**src/rtl/nes_bus_pkg.sv**
```systemverilog
// Shared CPU-bus definitions: address/data types, the register addresses
// reused by the address decoder, and the sprite-DMA state encoding.
package nes_bus_pkg;

  typedef logic [15:0] addr_t;
  typedef logic [7:0]  data_t;

  // CPU write here with page P starts a sprite DMA from P*256
  localparam addr_t NES_DMA_REG_ADDR  = 16'h4014;
  // PPU OAM data port; destination of every DMA write
  localparam addr_t NES_OAM_DATA_ADDR = 16'h2004;

  typedef enum logic [2:0] {
    IDLE,
    HALT,
    ALIGN,
    READ,
    WRITE
  } dma_state_t;

endpackage

```
**src/rtl/oam_dma_ctrl.sv**
```systemverilog
// Sprite (OAM) DMA controller.
// A CPU write to DMA_REG_ADDR with page P halts the CPU and copies
// XFER_LEN bytes from P*256.. into OAM via repeated writes to OAM_DATA_ADDR.
// Ports:
//   clk, rst        clock, asynchronous active-high reset
//   ce              CPU cycle enable (one CPU cycle = one clk edge with ce=1)
//   cpu_addr/we/wdata  CPU core bus request (trigger detection only)
//   bus_rdata       read data from decoder, valid at the ce edge ending a read
//   cpu_rdy         0 = CPU halted
//   dma_active      1 = bus mux selects dma_* signals
//   dma_addr/we/wdata  bus drive during DMA
// All outputs come straight from registers.
module oam_dma_ctrl
  import nes_bus_pkg::*;
#(
  parameter addr_t       DMA_REG_ADDR  = NES_DMA_REG_ADDR,
  parameter addr_t       OAM_DATA_ADDR = NES_OAM_DATA_ADDR,
  parameter int unsigned XFER_LEN      = 256
) (
  input  logic        clk,
  input  logic        rst,
  input  logic        ce,
  input  logic [15:0] cpu_addr,
  input  logic        cpu_we,
  input  logic [7:0]  cpu_wdata,
  input  logic [7:0]  bus_rdata,
  output logic        cpu_rdy,
  output logic        dma_active,
  output logic [15:0] dma_addr,
  output logic        dma_we,
  output logic [7:0]  dma_wdata
);

  localparam logic [7:0] LAST_COUNT = 8'(XFER_LEN - 1);

  dma_state_t r_state;
  logic [7:0]  r_page;
  logic [7:0]  r_count;
  logic [7:0]  r_data;
  logic        r_parity;
  logic        r_cpu_rdy;
  logic        r_active;
  logic        r_we;
  logic [15:0] r_addr;

  logic [7:0]  w_count_next;

  // Page is never incremented: the low byte alone wraps within the page.
  assign w_count_next = r_count + 8'd1;

  always_ff @(posedge clk or posedge rst) begin
    if (rst) begin
      r_state   <= IDLE;
      r_page    <= '0;
      r_count   <= '0;
      r_data    <= '0;
      r_parity  <= 1'b0;
      r_cpu_rdy <= 1'b1;
      r_active  <= 1'b0;
      r_we      <= 1'b0;
      r_addr    <= '0;
    end else if (ce) begin
      r_parity <= ~r_parity;
      unique case (r_state)
        IDLE: begin
          if (cpu_we && (cpu_addr == DMA_REG_ADDR)) begin
            r_page    <= cpu_wdata;
            r_count   <= '0;
            r_state   <= HALT;
            r_cpu_rdy <= 1'b0;
            r_active  <= 1'b1;
            r_we      <= 1'b0;
            r_addr    <= {cpu_wdata, 8'h00};
          end
        end
        HALT: begin
          // r_parity is this cycle's parity; odd now means the next cycle
          // is even and may carry the first read directly.
          r_state <= r_parity ? READ : ALIGN;
        end
        ALIGN: begin
          r_state <= READ;
        end
        READ: begin
          r_data  <= bus_rdata;
          r_state <= WRITE;
          r_we    <= 1'b1;
          r_addr  <= OAM_DATA_ADDR;
        end
        WRITE: begin
          r_count <= w_count_next;
          r_we    <= 1'b0;
          if (r_count == LAST_COUNT) begin
            r_state   <= IDLE;
            r_cpu_rdy <= 1'b1;
            r_active  <= 1'b0;
            r_addr    <= '0;
          end else begin
            r_state <= READ;
            r_addr  <= {r_page, w_count_next};
          end
        end
        default: begin
          r_state   <= IDLE;
          r_cpu_rdy <= 1'b1;
          r_active  <= 1'b0;
          r_we      <= 1'b0;
          r_addr    <= '0;
        end
      endcase
    end
  end

  assign cpu_rdy    = r_cpu_rdy;
  assign dma_active = r_active;
  assign dma_addr   = r_addr;
  assign dma_we     = r_we;
  assign dma_wdata  = r_data;

endmodule

```
**config.mk**
```make
export PLATFORM = sky130hd
export DESIGN_NAME = oam_dma_ctrl
export DESIGN_NICKNAME = d
export VERILOG_FILES = /design/src/rtl/nes_bus_pkg.sv /design/src/rtl/oam_dma_ctrl.sv
export SDC_FILE = /design/constraint.sdc
export NUM_CORES = 1
export LEC_CHECK = 0
export ABC_AREA = 1
export BUFFER_PORTS_ARGS = -buffer_cell sky130_fd_sc_hd__buf_2
export CAP_MARGIN = 30
export CORE_UTILIZATION = 50
export CTS_CLUSTER_SIZE = 8
export DETAILED_ROUTE_END_ITERATION = 6
export MAX_ROUTING_LAYER = met4
export PLACE_DENSITY = 0.8
export SLEW_MARGIN = 10
export SYNTH_ARGS = -nofsm -noshare
export SYNTH_HDL_FRONTEND = slang
export SYNTH_SLANG_ARGS = --single-unit
```
**constraint.sdc**
```tcl
create_clock -name clk -period 3.3 [get_ports clk]
set_input_delay 0.33 -clock clk [delete_from_list [all_inputs] [get_ports clk]]
set_output_delay 0.33 -clock clk [all_outputs]
set_load 0.005 [all_outputs]
```
Word-level counts from Yosys, hierarchy flattened
Cells that the tools add are included.
{ "totals": {"elab_cells": 48, "ff_bits": 47, "output_inout_bits": 27} }
{ "classes": {"muxes": 16, "n_bitwise": 3, "n_reduce_logical": 11, "n_eq_ne": 8, "n_addsub": 1} }
{ "op_table": {"columns": ["cell", "count"], "rows": [
  ["16-bit case mux with 4 select lines", 1],
  ["16-bit two-way mux", 2],
  ["16-bit by 15-bit equality test with 1-bit output, second input constant", 1],
  ["8-bit case mux with 2 select lines", 1],
  ["3-bit case mux with 5 select lines", 1],
  ["1-bit case mux with 3 select lines", 3],
  ["3-bit AND reduction", 3],
  ["8-bit by 1-bit adder with 8-bit output, second input constant", 1],
  ["8-bit equality test, second input constant", 1],
  ["8-bit two-way mux", 1],
  ["3-bit by 2-bit equality test with 1-bit output, second input constant", 2],
  ["1-bit two-way mux", 5],
  ["2-bit inequality test, second input constant", 2],
  ["2-bit AND reduction", 2],
  ["4-bit AND reduction", 1],
  ["3-bit by 1-bit equality test with 1-bit output, second input constant", 1],
  ["3-bit equality test, second input constant", 1],
  ["3-bit zero test", 1],
  ["3-bit two-way mux", 1],
  ["1-bit inverter", 3],
  ["3-bit OR reduction", 1],
  ["2-bit two-way mux", 1],
  ["2-bit nonzero test", 1],
  ["2-bit OR reduction", 1],
  ["1-bit logical AND", 1]
]} }

Longest topological paths before layout
Gate-level depths: netlist of run 1.
{ "logic_depth": {"word_depth": 4, "mapped_depth": 10} }

Worst setup path after synthesis of run 1
Ideal clock, no wire load.
{ "synth_path": {"kind": "register -> register", "startpoint": "reg r_count[0]", "endpoint": "reg r_active, in the netlist dma_active", "arrival_ps": 1358, "slack_ps": 1825, "setup_time_ps": 117, "period_less_slack_ps": 1475, "path_stages_with_launch": 9, "cell_sequence": "dfrtp_1 > ha_1 > nand2_1 > inv_1 > nand3_1 > clkbuf_1 > a21oi_1 > nand3_1 > nand2_1"} }
{ "synth_between": {"elab_chain_len": 3} }
{ "synth_lines": {"columns": ["element", "line", "rtl"], "rows": [
  ["start, declared", "oam_dma_ctrl.sv:38", "logic [7:0] r_count;"],
  ["start signal, assigned", "oam_dma_ctrl.sv:91", "r_count <= w_count_next;"],
  ["8-bit equality test", "oam_dma_ctrl.sv:93", "if (r_count == LAST_COUNT) begin"],
  ["2-bit inequality test (no line)", null, null],
  ["4-bit AND reduction (no line)", null, null],
  ["end signal, assigned", "oam_dma_ctrl.sv:71", "r_active <= 1'b1;"],
  ["end signal, assigned", "oam_dma_ctrl.sv:96", "r_active <= 1'b0;"],
  ["end signal, assigned", "oam_dma_ctrl.sv:106", "r_active <= 1'b0;"],
  ["end, declared", "oam_dma_ctrl.sv:42", "logic r_active;"]
]} }
No other way between the ends.
A chain may end at the register's enable or synchronous reset.

Worst setup path in the final report of run 1
{ "layout_path": {"startpoint": "reg r_state[1]", "endpoint": "reg r_count[1]"} }
{ "layout_between": {"elab_chain_len": 3, "word_cells_on_any_way": 6} }
{ "layout_lines": {"columns": ["element", "line", "rtl"], "rows": [
  ["start, declared", "oam_dma_ctrl.sv:36", "dma_state_t r_state;"],
  ["start signal, assigned", "oam_dma_ctrl.sv:79", "r_state <= r_parity ? READ : ALIGN;"],
  ["3-bit equality test or 3-bit zero test (tied branches)", "oam_dma_ctrl.sv:64", "unique case (r_state)"],
  ["2-bit nonzero test (no line) or 2-bit inequality test (tied branches)", null, null],
  ["3-bit AND reduction (no line)", null, null]
]} }
Parallel ways exist; a longest one is shown, timed or not.

==> flow_summary.ini, run 1 <==
[setup_path]
cp_buf_inv_count = 2
cpMostUsedCell = nand2_1
critical_path.cell_chain = inv_1 > nand2_1 > nor2_1 > inv_1 > nand2_1 > nand2_4 > nand2_1 > nand2_1 > nand2_1
setup.worst_path.start = r_state[1]
worst_ep_required_time_ps = 3540
timing_worst_setup_path_type = flip-flop to flip-flop
worst-path-max-fanout = 28
critical_path.reg2reg.startpoint = r_state[1]
reg2reg_to = r_count[1]
max_stage_delay_ps = 550
worst_path_max_delay_cell = nor2_1
timing.critical_path.arrival_ps = 2360
timing.reg2reg.setup_slack_ps = 1180
critPathLaunchType = flip-flop
worstRegToRegCells = 9
cpLargestDelayFamily = simple AND/OR/NAND/NOR gates
timing.critical_path.to_type = flip-flop

[synthesis]
yosys_register_bits = 47
synth_common_cells = nand2_1 (122), dfrtp_1 (46), nand3_1 (36)
synth_cell_types = 25
ys.warnings.count = 0
sequential_area_share_after_synthesis_pct = 51.9
synth_area_um2 = 2270
yosysTopAreaCell = dfrtp_1
netlist_top_cells_area = dfrtp_1 (51%), nand2_1 (20%), nand3_1 (7.9%)
avgSynthCellArea_um2 = 7.98
syn_nets = 321
most_frequent_cell_after_synthesis = nand2_1
synth_edf_count = 0
yosys.area.top_type_share_pct = 50.8
dominantRegCellSynth = dfrtp_1
synth-async-reset-ratio_pct = 100
synth_instances = 284

[cts]
cts-root-buf = clkbuf_8
clock_path_buffers = 2
tritoncts_clock_tree = yes
postCtsSetupRepairBufs = 0
ctsHtreeMaxLevel = 2
clkSinkCount = 47
cts-resized-gates = 0
insertion_delay_ps = 300
clk_pin_slew_worst_paths_ps = 90
post_cts_hold_buffer_count = 0
tritoncts.num_buffers = 5

[detailed_routing]
route.final.wire_length_um = 4880
drt.antenna.violating_nets = 0
routed-via-count = 2052
remaining_routing_drc_violations = 0
detail_route.first_pass.iterations = 4
routed_wire_length_per_instance_um = 12.1
viasPerCell = 5.09
drtIter0Drc = 148

[min_path]
worstHoldPathType = primary input to flip-flop
hold-path-cell-count = 3
worst_hold_path.endpoint = r_page[3]
source_of_the_worst_hold_timing_path = cpu_wdata[3]

[final_layout]
insertedDiodeCount = 0
final_nets = 387
final-instance-count-excl-fill = 403
area_delta_synth_final_pct = 21.6
layout_cell_share_with_drive_strength_beyond_1_pct = 25.6

[global_routing]
antenna_found_initial = 0
grt_start_max_net_pins = 48
first_pass_grt_wire_length_um = 8630
first_global_vias = 1962
globalRouteOverflowTotal = 0
grt_util_all_layers_pct = 22.7

[placed_design]
port_buffers = 62
post-place-cells = 392
place_congestion = 0.892
detailed_placement_hpwl_um = 3480

[floorplan]
design.core.area_um2 = 4350
die_area_um2 = 4810
num_rows = 24
top_level_ports = 63
die_w_um = 69.3
die-height_um = 69.3
start_util_pct = 52.1

[power_and_ir_drop]
power.ir.vdd_worst_uv = 386
p_leak_nw = 1.59
power.density_cell_area_nw_per_um2 = 695

[sta]
setup_total_negative_slack_ps = 0
final-setup-viol-count = 0
timing_hold_violations_final = 0
max_slew.worst_pin.slew_ps = 702
max_clock_freq_mhz = 471
final.setup_skew_ps = 4.65
timing.final.crit_share_pct = 64.3
period_needed_ps = 2120
finalMaxSlewViolations = 0
grt_setup_unrepaired = no
max_slew_margin_pct = 53.1

[outcome]
status = complete, no violations

[job]
timing.max_cap.violations = 0
-- report_power, final --
group | internal [mW] | total, mW | switching (mW) | leakage (nW)
Combinational | 0.265 | 0.679 | 0.414 | 0.908
Clock | 0.245 | 0.437 | 0.192 | 0.0612
Sequential | 0.724 | 0.801 | 0.0765 | 0.622
Total | 1.23 | 1.92 | 0.682 | 1.59
-- how the worst max path moves through the flow --
stage,slack [ps],to,depth (start not counted)
global placement,1370,r_count[0],9
global route,910,r_count[4],9
floorplan,1830,dma_active,8
finish,1180,r_count[1],9
detailed placement,1230,r_count[7],9
CTS,1210,r_count[7],9
-- routing by layer --
| layer | vias up | GRT usage [%] | part of all wire [%] |
|---|---|---|---|
| li1 | 1028 | - | - |
| met1 | 956 | 27.3 | 43 |
| met2 | 56 | 38.1 | 51 |
| met3 | 12 | 4.22 | 4.2 |
| met4 | 0 | 8.62 | 2.0 |
| met5 | - | - | 0 |
-- sequential cells by signal (all words and copies together) (netlist names) --
signal / count
r_state: 3
r_count: 8
r_parity: 1
cpu_rdy: 1
r_page: 8
dma_addr: 16
dma_wdata: 8
dma_we: 1
dma_active: 1
-- logic make-up after synthesis --
group / Yosys count / synth area share (%)
and+or+nand+nor: 188 / 34.8
DFF: 47 / 51.9
xor gates and xnor gates: 2 / 0.773
buffers and inverters: 27 / 5.41
muxes: 8 / 3.97
AOI/OAI and AO/OA: 11 / 2.54
adders and majority gates: 1 / 0.552
-- area by class of cell --
cell class | instances | area, µm²
timing repair buffer | 66 | 355
multi-input combinational | 210 | 967
clock buffer | 6 | 82.6
fill | 385 | 1600
inverter | 20 | 75.1
tap | 52 | 65.1
sequential | 47 | 1180
clock inverter | 2 | 35.0
-- metrics by stage --
stage | power (mW) | hold WS, ps | instance area (µm²) | setup WS (ps) | utilization, %
finish | 1.92 | 242 | 2760 | 1180 | 63.3
global route | 2.06 | 239 | 2760 | 906 | 63.3
CTS | 1.91 | 236 | 2720 | 1210 | 62.5
detailed placement | 1.47 | 458 | 2600 | 1230 | 59.8
global placement | 1.44 | 449 | 2600 | 1370 | 59.8
floorplan | 1.27 | 417 | 2270 | 1830 | -
-- cell usage in the layout, fill, tap and decap left out --
master         Yosys  final
o21ai_0            5      5
nand3_1           36     36
nand3_2            1      1
buf_12             0      1
nand2_1          122    122
clkbuf_8           0      6
or2_1              1      1
o21bai_1           1      1
ha_1               1      1
nor2_2             1      1
nand4_2            1      1
xor2_1             2      2
buf_4              3      2
mux2_2             8      8
clkinv_2           0      1
inv_1             18     17
nand2_4            2      2
dlygate4sd3_1      0      1
a21oi_1            4      4
inv_2              2      3
o21ai_1            1      1
nor3_1             1      1
nor2_1            22     22
nand4_1            1      1
buf_2              2     62
dfstp_2            1      1
dfrtp_1           46     46
bufinv_16          0      1
-- worst reg2reg max path, stage by stage, from the launching register on --
cell	delay, ps
dfrtp_1	390
inv_1	120
nand2_1	110
nor2_1	550
inv_1	130
nand2_1	130
nand2_4	180
nand2_1	280
nand2_1	90
nand2_1	60
(Power assumes the default switching activity.)
==> run 2: changes to the inputs <==
- clock period: 3.3 -> 2.1 ns (I/O delays scaled with it)
==> flow_summary.ini, run 2 (same netlist as run 1, synthesis figures left out) <==
[outcome]
status = complete, no violations

[power_and_ir_drop]
p_sw_mw = 1.10
comb_power_share_pct = 37.8
power.density_cell_area_nw_per_um2 = 1070
switching_share_pct = 38.0
pwr-share-seq_pct = 43.5
p_leak_nw = 1.57
power_report.internal_total_mw = 1.80
power.ir.vdd_worst_uv = 739
pwr-share-clk_pct = 18.6

[final_layout]
largest_register_ff_count = 16
final_nets = 388
commonest_cells_after_routing_fill_and_taps_aside = nand2_1 (122), buf_2 (62), dfrtp_1 (46)
insertedDiodeCount = 0
final_core_util_pct = 62.5
final_area_um2 = 2720
final-instance-count-excl-fill = 404
layout_commonest_cell = nand2_1
num-fill-cells = 392
layout_cell_share_with_drive_strength_beyond_1_pct = 26.1
area_delta_synth_final_pct = 20.0

[global_routing]
grt_start_max_net_pins = 36
antenna_found_initial = 0
grt_util_all_layers_pct = 22.1
first_pass_grt_wire_length_um = 8450
first_global_vias = 2011
globalRouteOverflowTotal = 0

[placed_design]
post-place-cells = 396
place_congestion = 0.939
port_buffers = 62
detailed_placement_hpwl_um = 3680
detailed_place.area_um2 = 2630

[floorplan]
die-height_um = 69.3
num_rows = 24
top_level_ports = 63
die_w_um = 69.3
die_area_um2 = 4810
design.core.area_um2 = 4350
start_util_pct = 52.1

[setup_path]
critical_path.cell_chain = ha_1 > nand2_1 > inv_1 > nand3_1 > a21oi_1 > nand2_1 > nand2_1 > nand2_1
timing.critical_path.to_type = flip-flop
worst_path_max_delay_cell = dfrtp_1
cpMostUsedCell = nand2_1
max_stage_delay_ps = 420
critical_path.reg2reg.startpoint = r_count[0]
timing.critical_path.arrival_ps = 2000
worst-path-max-fanout = 11
timing_worst_setup_path_type = flip-flop to flip-flop
worstRegToRegCells = 8
critPathLaunchType = flip-flop
timing.reg2reg.setup_slack_ps = 290
reg2reg_to = dma_active
worst_ep_required_time_ps = 2290

[sta]
setup_total_negative_slack_ps = 0
grt_setup_unrepaired = no
timing_hold_violations_final = 0
max_clock_freq_mhz = 554
final-setup-viol-count = 0
final.setup_skew_ps = 6.03
holdWs_ps = 11.7
max_slew_margin_pct = 52.9
max_slew.worst_pin.slew_ps = 705
timing.final.crit_share_pct = 86.0
period_needed_ps = 1810
finalMaxSlewViolations = 0

[detailed_routing]
drt.antenna.violating_nets = 0
routed_wire_length_per_instance_um = 12.0
metal_1_wl_um = 2120
drtIter0Drc = 153
routed-via-count = 2028
remaining_routing_drc_violations = 0
route.met3.wl_um = 158
met2RoutedLength_um = 2470
route.top_layer_used = met4
detail_route.first_pass.iterations = 4
viasPerCell = 5.02
route.final.wire_length_um = 4850

[cts]
ctsHtreeMaxLevel = 2
clock_path_buffers = 2
insertion_delay_ps = 300
postCtsSetupRepairBufs = 0
clk_pin_slew_worst_paths_ps = 90
cts-root-buf = clkbuf_8
clkSinkCount = 47
cts-resized-gates = 0
post_cts_hold_buffer_count = 0
tritoncts_clock_tree = yes
tritoncts.num_buffers = 5

[min_path]
worstHoldPathType = primary input to async pin

[job]
timing.max_cap.violations = 0
run 2: cell types whose count changed in the layout (fill, tap and decap cells not counted):
cell,change
clkinvlp_4,+2
clkbuf_8,-1
buf_4,+3
dlygate4sd3_1,-1
buf_12,-1
bufinv_16,-1
run 2: how the worst max path moves through the flow:
stage	startpoint	end	slack, ps
finish	r_count[0]	dma_active	290
global route	r_count[0]	r_state[0]	70
CTS	r_count[0]	dma_active	330
detailed placement	r_count[0]	dma_active	370
global placement	ce	r_count[0]	410
floorplan	r_count[0]	dma_active	630
run 2: power by group through the flow:
stage	combinational, mW	clock (mW)	sequential, mW
2_1_floorplan	0.716	0	1.29
3_3_place_gp	1.07	0	1.27
3_5_place_dp	1.10	0	1.28
4_1_cts	1.10	0.546	1.26
5_1_grt	1.23	0.578	1.29
6_report	1.10	0.541	1.26
run 2: cell type report:
class / instances / area (µm²) / share of cell area, %
inverters: 20 / 75.1 / 2.76
clock inverters: 3 / 20.0 / 0.736
flip-flops and latches: 47 / 1180 / 43.3
repair buffers: 67 / 348 / 12.8
clock buffers: 5 / 68.8 / 2.53
well taps: 52 / 65.1 / 2.39
multi-input cells: 210 / 967 / 35.5
run 2: worst max-delay path, delay by kind of cell, from the launching register on:
family	cells	cell delay, ps
compound gates	1	350
flops	1	420
simple gates	5	630
buf+inv	1	100
fa+ha+maj	1	200
run 2: layer usage:
metal / global-route usage, % / vias up
li1: - / 1027
met1: 26.0 / 945
met2: 38.7 / 43
met3: 3.78 / 13
met4: 6.80 / 0
met5: - / -
run 2: per-stage QoR:
stage / power [mW] / worst slack (ps)
detailed placement: 2.38 / 371
CTS: 2.91 / 327
finish: 2.90 / 294
global route: 3.10 / 70.3
floorplan: 2.00 / 625
global placement: 2.34 / 405
==> run 3: changes to the inputs <==
- BUFFER_PORTS_ARGS: -buffer_cell sky130_fd_sc_hd__buf_2 -> unset
- DONT_BUFFER_PORTS: unset -> 1
- PLACE_DENSITY: 0.8 -> 0.68
==> flow_summary.ini, run 3 (same netlist as run 1, synthesis figures left out) <==
[sta]
max_slew.worst_pin.slew_ps = 570
holdWs_ps = 8.14
timing.final.crit_share_pct = 79.8
final.setup_skew_ps = 12.3
max_clock_freq_mhz = 597
max_slew_margin_pct = 62.0
least_setup_slack_across_all_paths_after_layout_ps = 425
grt_setup_unrepaired = no
setup_total_negative_slack_ps = 0
finalMaxSlewViolations = 0
timing_hold_violations_final = 0
period_needed_ps = 1680
final-setup-viol-count = 0

[placed_design]
place_congestion = 0.843
dp_worst_setup_slack_ps = 493
post-place-cells = 334
detailed_placement_hpwl_um = 3240
port_buffers = 0
detailed_place.area_um2 = 2320

[setup_path]
worst_path_max_delay_cell = dfrtp_1
timing.critical_path.to_type = flip-flop
critical_path.cell_chain = inv_1 > nand2_1 > nor2_1 > buf_4 > a21oi_1 > nand2_1 > nand2_1 > nand2_1
worst_ep_required_time_ps = 2340
timing_worst_setup_path_type = flip-flop to flip-flop
cpMostUsedCell = nand2_1
timing.critical_path.arrival_ps = 1910
critPathLaunchType = flip-flop
worst-path-max-fanout = 9
max_stage_delay_ps = 400
worstRegToRegCells = 8

[cts]
clock_path_buffers = 2
cts-root-buf = clkbuf_8
ctsHtreeMaxLevel = 2
tritoncts.num_buffers = 5
cts-resized-gates = 0
clkSinkCount = 47
postCtsSetupRepairBufs = 0
post_cts_hold_buffer_count = 4
tritoncts_clock_tree = yes
clk_pin_slew_worst_paths_ps = 90
insertion_delay_ps = 310

[detailed_routing]
routed_wire_length_per_instance_um = 13.0
drt.antenna.violating_nets = 0
route.final.wire_length_um = 4510
detail_route.first_pass.iterations = 4
viasPerCell = 5.22
remaining_routing_drc_violations = 0
routed-via-count = 1810
drtIter0Drc = 121

[global_routing]
grt_start_max_net_pins = 48
first_global_vias = 1663
globalRouteOverflowTotal = 0
first_pass_grt_wire_length_um = 7820
grt_util_all_layers_pct = 21.3
antenna_found_initial = 0

[floorplan]
top_level_ports = 63
die_w_um = 69.3
die_area_um2 = 4810
design.core.area_um2 = 4350
num_rows = 24
start_util_pct = 52.1
die-height_um = 69.3

[final_layout]
sequential_cell_area_um2 = 1180
layout_commonest_cell = nand2_1
final-instance-count-excl-fill = 347
area_delta_synth_final_pct = 9.00
layout_cell_share_with_drive_strength_beyond_1_pct = 10.2
commonest_cells_after_routing_fill_and_taps_aside = nand2_1 (122), dfrtp_1 (46), nand3_1 (36)
num-fill-cells = 406
total_area_of_multi_input_combinational_cells_um2 = 967
insertedDiodeCount = 0
largest_register_ff_count = 16
final_nets = 331
final_area_um2 = 2470

[power_and_ir_drop]
p_leak_nw = 1.33
power.density_cell_area_nw_per_um2 = 1110
power.ir.vdd_worst_uv = 594

[min_path]
worstHoldPathType = primary input to flip-flop
hold-path-cell-count = 2

[outcome]
status = complete, no violations

[job]
timing.max_cap.violations = 0
==> run 3: cell count changes in the layout (fill, tap and decap cells not counted), sizes merged <==
cell	before	now
buf	67	5
clkbuf	5	6
clkinvlp	2	1
dlygate4sd3	0	5
==> run 3: final timing paths <==
check	start	to	slack [ps]
min in group asynchronous	rst	dma_wdata[6]	510
min	cpu_wdata[2]	r_page[2]	8
max in group asynchronous	rst	cpu_rdy	1200
max	r_state[1]	dma_active	420
max reg2reg	r_state[1]	dma_active	420
min reg2reg	cpu_rdy	cpu_rdy	480
==> run 3: cell type report <==
cell class              instances  area share (%)
multi-input cells             210            39.1
repair buffers                 10            3.54
inverters                      20            3.04
well taps                      52            2.63
clock buffers                   6            3.34
clock inverters                 2           0.658
flip-flops and latches         47            47.6
==> run 3: metal layers <==
metal / track usage, % / vias to the layer above / part of all wire (%)
met5: - / - / 0
met4: 8.84 / 0 / 1.6
met3: 6.10 / 4 / 5.8
met2: 29.6 / 62 / 43
met1: 29.3 / 832 / 49
li1: - / 912 / -
==> run 3: report_power, final <==
group	total [mW]	switching, mW	leakage [nW]	internal, mW
combinational	0.866	0.568	0.660	0.298
sequential	1.31	0.172	0.622	1.14
clock	0.570	0.301	0.0474	0.269
==> run 3: through the flow <==
stage	power [mW]	util, %
after global routing	2.96	56.8
after floorplan	2.00	-
after detailed placement	2.19	53.3
final	2.75	56.8
after CTS	2.77	56.5
after global placement	2.17	53.3
==> run 3: critical path: cells and delay by family (launching register included) <==
| kind | cells | cell delay (ps) |
|---|---|---|
| compound gates | 1 | 130 |
| buf+inv | 2 | 360 |
| flops | 1 | 400 |
| simple gates | 5 | 710 |
